**config.mk**
```make
export PLATFORM = sky130hd
export DESIGN_NAME = dev_reshuffler_buffered
export DESIGN_NICKNAME = d
export VERILOG_FILES = /design/src/rtl/dev_reshuffler_pkg.sv /design/src/rtl/dev_reshuffler_perm.sv /design/src/rtl/dev_reshuffler_buffered.sv
export SDC_FILE = /design/constraint.sdc
export NUM_CORES = 2
export LEC_CHECK = 0
export CAP_MARGIN = 0
export CORE_MARGIN = 1.5
export CORE_UTILIZATION = 30
export CTS_CLUSTER_DIAMETER = 200
export DETAILED_ROUTE_END_ITERATION = 7
export DONT_BUFFER_PORTS = 1
export PLACE_DENSITY = 0.43
export SLEW_MARGIN = 15
export SYNTH_ARGS = -nofsm -noshare
export SYNTH_HDL_FRONTEND = slang
export SYNTH_SLANG_ARGS = --single-unit
```
**constraint.sdc**
```tcl
create_clock -name clk_i -period 48.6 [get_ports clk_i]
set_input_delay 7.29 -clock clk_i [delete_from_list [all_inputs] [get_ports clk_i]]
set_output_delay 7.29 -clock clk_i [all_outputs]
set_load 0.005 [all_outputs]
```
**src/rtl/dev_reshuffler_pkg.sv**
```systemverilog
// rtl/dev_reshuffler_pkg.sv - shared types and width helpers for the buffered reshuffler
package dev_reshuffler_pkg;

    typedef enum logic [1:0] {
        MODE_PASS      = 2'b00,
        MODE_TRANSPOSE = 2'b01,
        MODE_ROWREV    = 2'b10
    } mode_e;

    // Occupancy must represent 0..depth inclusive.
    function automatic int cnt_width(input int depth);
        return $clog2(depth + 1);
    endfunction

    // Pointers index 0..depth-1; keep at least one bit so depth=1 still has a vector.
    function automatic int ptr_width(input int depth);
        return (depth > 1) ? $clog2(depth) : 1;
    endfunction

endpackage

```
**src/rtl/dev_reshuffler_perm.sv**
```systemverilog
// rtl/dev_reshuffler_perm.sv - combinational tile permutation network
module dev_reshuffler_perm
    import dev_reshuffler_pkg::*;
#(
    parameter int SpatPar = 8,
    parameter int Elems   = 8
) (
    input  logic [SpatPar*SpatPar*Elems-1:0] a_i,
    input  logic [1:0]                       mode_i,
    output logic [SpatPar*SpatPar*Elems-1:0] z_o
);

    // Route every output element from its source element; the reserved mode falls back to passthrough.
    always_comb begin
        z_o = '0;
        for (int i = 0; i < SpatPar; i++) begin
            for (int j = 0; j < SpatPar; j++) begin
                case (mode_i)
                    MODE_TRANSPOSE:
                        z_o[(i*SpatPar+j)*Elems +: Elems] = a_i[(j*SpatPar+i)*Elems +: Elems];
                    MODE_ROWREV:
                        z_o[(i*SpatPar+j)*Elems +: Elems] = a_i[(i*SpatPar+(SpatPar-1-j))*Elems +: Elems];
                    default:
                        z_o[(i*SpatPar+j)*Elems +: Elems] = a_i[(i*SpatPar+j)*Elems +: Elems];
                endcase
            end
        end
    end

endmodule

```
**src/rtl/dev_reshuffler_buffered.sv**
```systemverilog
// rtl/dev_reshuffler_buffered.sv - permutes input tiles per beat and buffers them in a small FIFO
module dev_reshuffler_buffered
    import dev_reshuffler_pkg::*;
#(
    parameter int SpatPar   = 8,
    parameter int DataWidth = 64,
    parameter int Depth     = 2
) (
    input  logic                          clk_i,
    input  logic                          rst_i,
    input  logic [SpatPar*DataWidth-1:0]  a_i,
    input  logic                          a_valid_i,
    output logic                          a_ready_o,
    input  logic [1:0]                    csr_mode_i,
    input  logic                          csr_flush_i,
    output logic [SpatPar*DataWidth-1:0]  z_o,
    output logic                          z_valid_o,
    input  logic                          z_ready_i,
    output logic [$clog2(Depth+1)-1:0]    occupancy_o
);

    localparam int Elems = DataWidth / SpatPar;
    localparam int TileW = SpatPar * DataWidth;
    localparam int CntW  = cnt_width(Depth);
    localparam int PtrW  = ptr_width(Depth);

    logic [TileW-1:0] r_mem [Depth];
    logic [PtrW-1:0]  r_wr_ptr;
    logic [PtrW-1:0]  r_rd_ptr;
    logic [CntW-1:0]  r_count;

    logic [TileW-1:0] w_perm;
    logic             w_full;
    logic             w_empty;
    logic             w_push;
    logic             w_pop;

    dev_reshuffler_perm #(
        .SpatPar (SpatPar),
        .Elems   (Elems)
    ) u_perm (
        .a_i    (a_i),
        .mode_i (csr_mode_i),
        .z_o    (w_perm)
    );

    function automatic logic [PtrW-1:0] ptr_next(input logic [PtrW-1:0] p);
        return (p == PtrW'(Depth - 1)) ? '0 : p + PtrW'(1);
    endfunction

    // Ready depends only on the stored count, so a pop never frees a slot in the same cycle.
    assign w_full      = (r_count == CntW'(Depth));
    assign w_empty     = (r_count == '0);
    assign a_ready_o   = !w_full;
    assign z_valid_o   = !w_empty;
    assign w_push      = a_valid_i && !w_full && !csr_flush_i;
    assign w_pop       = z_valid_o && z_ready_i && !csr_flush_i;
    assign z_o         = w_empty ? '0 : r_mem[r_rd_ptr];
    assign occupancy_o = r_count;

    // Tile storage is deliberately left unreset; validity is tracked by the count alone.
    always_ff @(posedge clk_i) begin
        if (w_push) begin
            r_mem[r_wr_ptr] <= w_perm;
        end
    end

    // Pointer and occupancy bookkeeping; flush wins over any handshake in the same cycle.
    always_ff @(posedge clk_i or posedge rst_i) begin
        if (rst_i) begin
            r_wr_ptr <= '0;
            r_rd_ptr <= '0;
            r_count  <= '0;
        end else if (csr_flush_i) begin
            r_wr_ptr <= '0;
            r_rd_ptr <= '0;
            r_count  <= '0;
        end else begin
            if (w_push) begin
                r_wr_ptr <= ptr_next(r_wr_ptr);
            end
            if (w_pop) begin
                r_rd_ptr <= ptr_next(r_rd_ptr);
            end
            case ({w_push, w_pop})
                2'b10:   r_count <= r_count + CntW'(1);
                2'b01:   r_count <= r_count - CntW'(1);
                default: r_count <= r_count;
            endcase
        end
    end

endmodule

```
==> metrics.md <==
| Metric | Value |
|---|---|
| Run status | `finished, final reports clean` |
| H-tree level count | `3` |
| Largest net degree at the start of global routing | `205` |
| Detail Route Antenna Nets | `0` |
| Net count after synthesis | `4331` |
| Worst ir drop on vdd | `0.0297 mV` |
| Fin nets | `4180` |
| Die Wd | `404 um` |
| Root Buffer | `clkbuf_16` |
| Initial antenna violation count | `4` |
| FF-to-FF setup slack | `44.67 ns` |
| GR Layer Usage met3 | `8.05%` |
| Postcts setup bufs | `0` |
| Worst Setup Start Kind | `flop` |
| Slew margin rel. | `14.4%` |
| Net Sw Frac | `26.3%` |
| CP endpoint kind | `output port` |
| Pre-Repair DR Iteration Count | `6` |
| Worst slew pin tran | `1.28 ns` |
| Worst-case clock buffer depth | `3` |
| GRT Resource Usage Total | `20.9%` |
| Post-DP HPWL | `129000 um` |
| Busiest grt layer | `met2` |
| TritonCTS clock tree | `yes` |
| Sink Count | `1028` |
| Hold Violations, Final | `0` |
| Row cnt | `147` |
| Clock Skews | `0.0541 ns` |
| CP required | `41.31 ns` |
| Vias per cell | `5.23` |
| Global-route wire length before repair | `242000 um` |
| Port Buf Inserts | `0` |
| Register share of total power | `47.2%` |
| Ports | `1035` |
| Chip height | `404 um` |
| HP Class | `flop to flop` |
| Vias in the first global route | `29400` |
| Layout cells sized above 1 | `8.00%` |
| Synth Cell Area | `48300 um2` |
| Critical path origin | `occupancy_o[0]$_DFFE_PP0P_` |
| Max Fclk | `0.0838 GHz` |
| CTS buffer count | `119` |
| Synth Register Bits | `1028` |
| RSZ-0062 raised after global routing | `false` |
| Clk slew on worst S/H paths | `0.06 ns` |
| 1st-iter DRT viols | `2734` |
| Reg2reg path depth | `7` |
| GRT overflow | `0` |
| # hold bufs at CTS | `0` |
| Worst setup endpoint | `z_o[356]` |
| Layout area overhead | `10.2%` |
| Reg-to-Reg Start | `occupancy_o[0]$_DFFE_PP0P_` |
| Syn avg cell area | `12.7 um2` |
| Fill count | `15800` |
| Routed WL per cell | `30.4 um` |
| YS warnings | `0` |
| CP Class | `flop to output port` |
| Combinational share of power | `12.1%` |
| Routability cong. | `0.892` |
| Met2 Use GR | `35.0%` |
| Met1 Use GR | `24.8%` |
| Share of async-settable or async-resettable flops after synthesis | `0.389%` |
| NetSw | `0.581 mW` |
| Power Density | `41.5 nW/um2` |
| Synth unique cells | `27` |
| Maxcap violations | `0` |
| Core Area | `160000 um2` |
| LEAKAGE | `16.7 nW` |
| Final wirelength | `180000 um` |
| Internal Power | `1.63 mW` |
| Clock power frac | `40.8%` |
| Final setup viols | `0` |
| Remaining design rule violation count | `0` |
| Worst-Skew Late Latency | `0.74 ns` |
| Die area | `164000 um2` |
| Minimum clock period | `11.94 ns` |
| Setup TNS | `0 ns` |
| Arr. time, crit path | `4.65 ns` |
| Seq/Total Area, Yosys | `63.8%` |
| Max Slew Vio Count | `0` |
| Syn Inst Count | `3810` |
| Critical path peak fanout | `97` |
| FF-to-FF End | `r_mem[1][360]$_DFFE_PP_` |
| Resized Gates After CTS | `0` |
| Initial Utilization | `30.2%` |
| Crit share post-route | `24.6%` |
| Worst hold slack | `0.582 ns` |
| Vias | `31000` |
| Top_reg_cell synth | `edfxtp_1` |
| Post-synth EDFFs | `1024` |
critical path, stage by stage, from the launching register on:
cell	delay, ns
dfrtp_1	0.54
nor2_8	0.87
buf_4	0.84
buf_4	0.54
buf_4	0.72
nor2_1	0.19
cell usage after synthesis (6+ instances only):
cell type / n / area [um2]
buf_8: 48 / 721
clkbuf_1: 47 / 176
a22oi_1: 448 / 3360
buf_2: 169 / 846
edfxtp_1: 1024 / 30700
o21ai_0: 450 / 2250
nor2_1: 513 / 1930
buf_6: 6 / 67.6
mux2i_1: 513 / 5130
mux2_2: 64 / 721
nand2_1: 449 / 1690
buf_4: 48 / 360
inv_1: 6 / 22.5
final cells by class:
| class | count | area [um2] | share of cell area [%] |
|---|---|---|---|
| Inverter | 6 | 22.5 | 0.0423 |
| Multi-Input combinational cell | 2454 | 15300 | 28.6 |
| Clock buffer | 141 | 3080 | 5.79 |
| Timing Repair Buffer | 50 | 488 | 0.916 |
| Clock inverter | 82 | 847 | 1.59 |
| Antenna cell | 5 | 12.5 | 0.0235 |
| Sequential cell | 1028 | 30900 | 57.9 |
| Tap cell | 2160 | 2700 | 5.07 |
kinds of logic (layout without fill, tap and decap cells):
logic type,after synthesis,count (layout),share of synthesized area (%)
flops,1028,1028,63.8
xor+xnor,1,1,0.0181
simple gates,970,970,7.62
fa+ha+maj,2,2,0.0518
compound gates,904,904,11.7
other cells,0,5,0
mux,577,577,12.1
buf+inv,328,279,4.70
cell usage in the layout, fill, tap and decap left out:
cell / instances
nor3_2: 1
a21o_1: 1
o211ai_1: 1
dfrtp_1: 3
a21oi_1: 4
dfrtp_4: 1
clkinv_8: 2
diode_2: 5
o21ai_0: 450
buf_4: 41
nor3b_2: 1
a22oi_1: 448
nand3b_1: 1
mux2i_1: 513
bufinv_16: 13
clkinv_1: 23
nor2_8: 1
mux2_2: 64
inv_1: 6
xor2_1: 1
or3_1: 1
buf_12: 9
nand2_1: 449
inv_6: 2
clkinv_2: 34
clkinvlp_4: 4
nor2b_4: 1
edfxtp_1: 1024
nor3b_1: 1
nor2_1: 513
clkinv_16: 4
or2_2: 1
ha_4: 2
clkbuf_1: 21
clkbuf_16: 120
power groups by stage:
stage               sequential (mW)  combinational (mW)  clock, mW
floorplan                      1.10               0.193          0
CTS                            1.04               0.270      0.926
global placement               1.06               0.267          0
finish                         1.04               0.267      0.901
global route                   1.05               0.291      0.956
detailed placement             1.06               0.270          0
layer usage:
metal / vias up / share of wire (%)
met5: - / 0.032
met4: 2 / 2.6
met3: 193 / 10
met2: 1232 / 49
met1: 15600 / 39
li1: 13900 / -
flip-flops by register name (all words and copies together), names as in the netlist:
signal and cells:
r_wr_ptr 1, r_mem 1024, occupancy_o 2, r_rd_ptr 1
through the flow:
step / worst slack, ns / cells / total power, mW / area, um2 / utilization, %
after floorplan: 2.29 / 3810 / 1.29 / 48300 / -
after global placement: 36.95 / 5698 / 1.33 / 49300 / 30.8
after detailed placement: 36.87 / 5698 / 1.33 / 49300 / 30.8
after CTS: 36.49 / 5921 / 2.24 / 53300 / 33.2
after global routing: 36.23 / 5924 / 2.29 / 53300 / 33.2
final: 36.66 / 5926 / 2.21 / 53300 / 33.3
worst min-delay path by stage:
stage,depth (start not counted),start,to
after floorplan,2,r_wr_ptr$_DFFE_PP0P_,r_wr_ptr$_DFFE_PP0P_
after global placement,2,r_wr_ptr$_DFFE_PP0P_,r_wr_ptr$_DFFE_PP0P_
after detailed placement,2,r_wr_ptr$_DFFE_PP0P_,r_wr_ptr$_DFFE_PP0P_
after CTS,2,r_wr_ptr$_DFFE_PP0P_,r_wr_ptr$_DFFE_PP0P_
after global routing,2,r_wr_ptr$_DFFE_PP0P_,r_wr_ptr$_DFFE_PP0P_
final,2,r_wr_ptr$_DFFE_PP0P_,r_wr_ptr$_DFFE_PP0P_
Note: power is estimated with default switching activity, not from simulation.
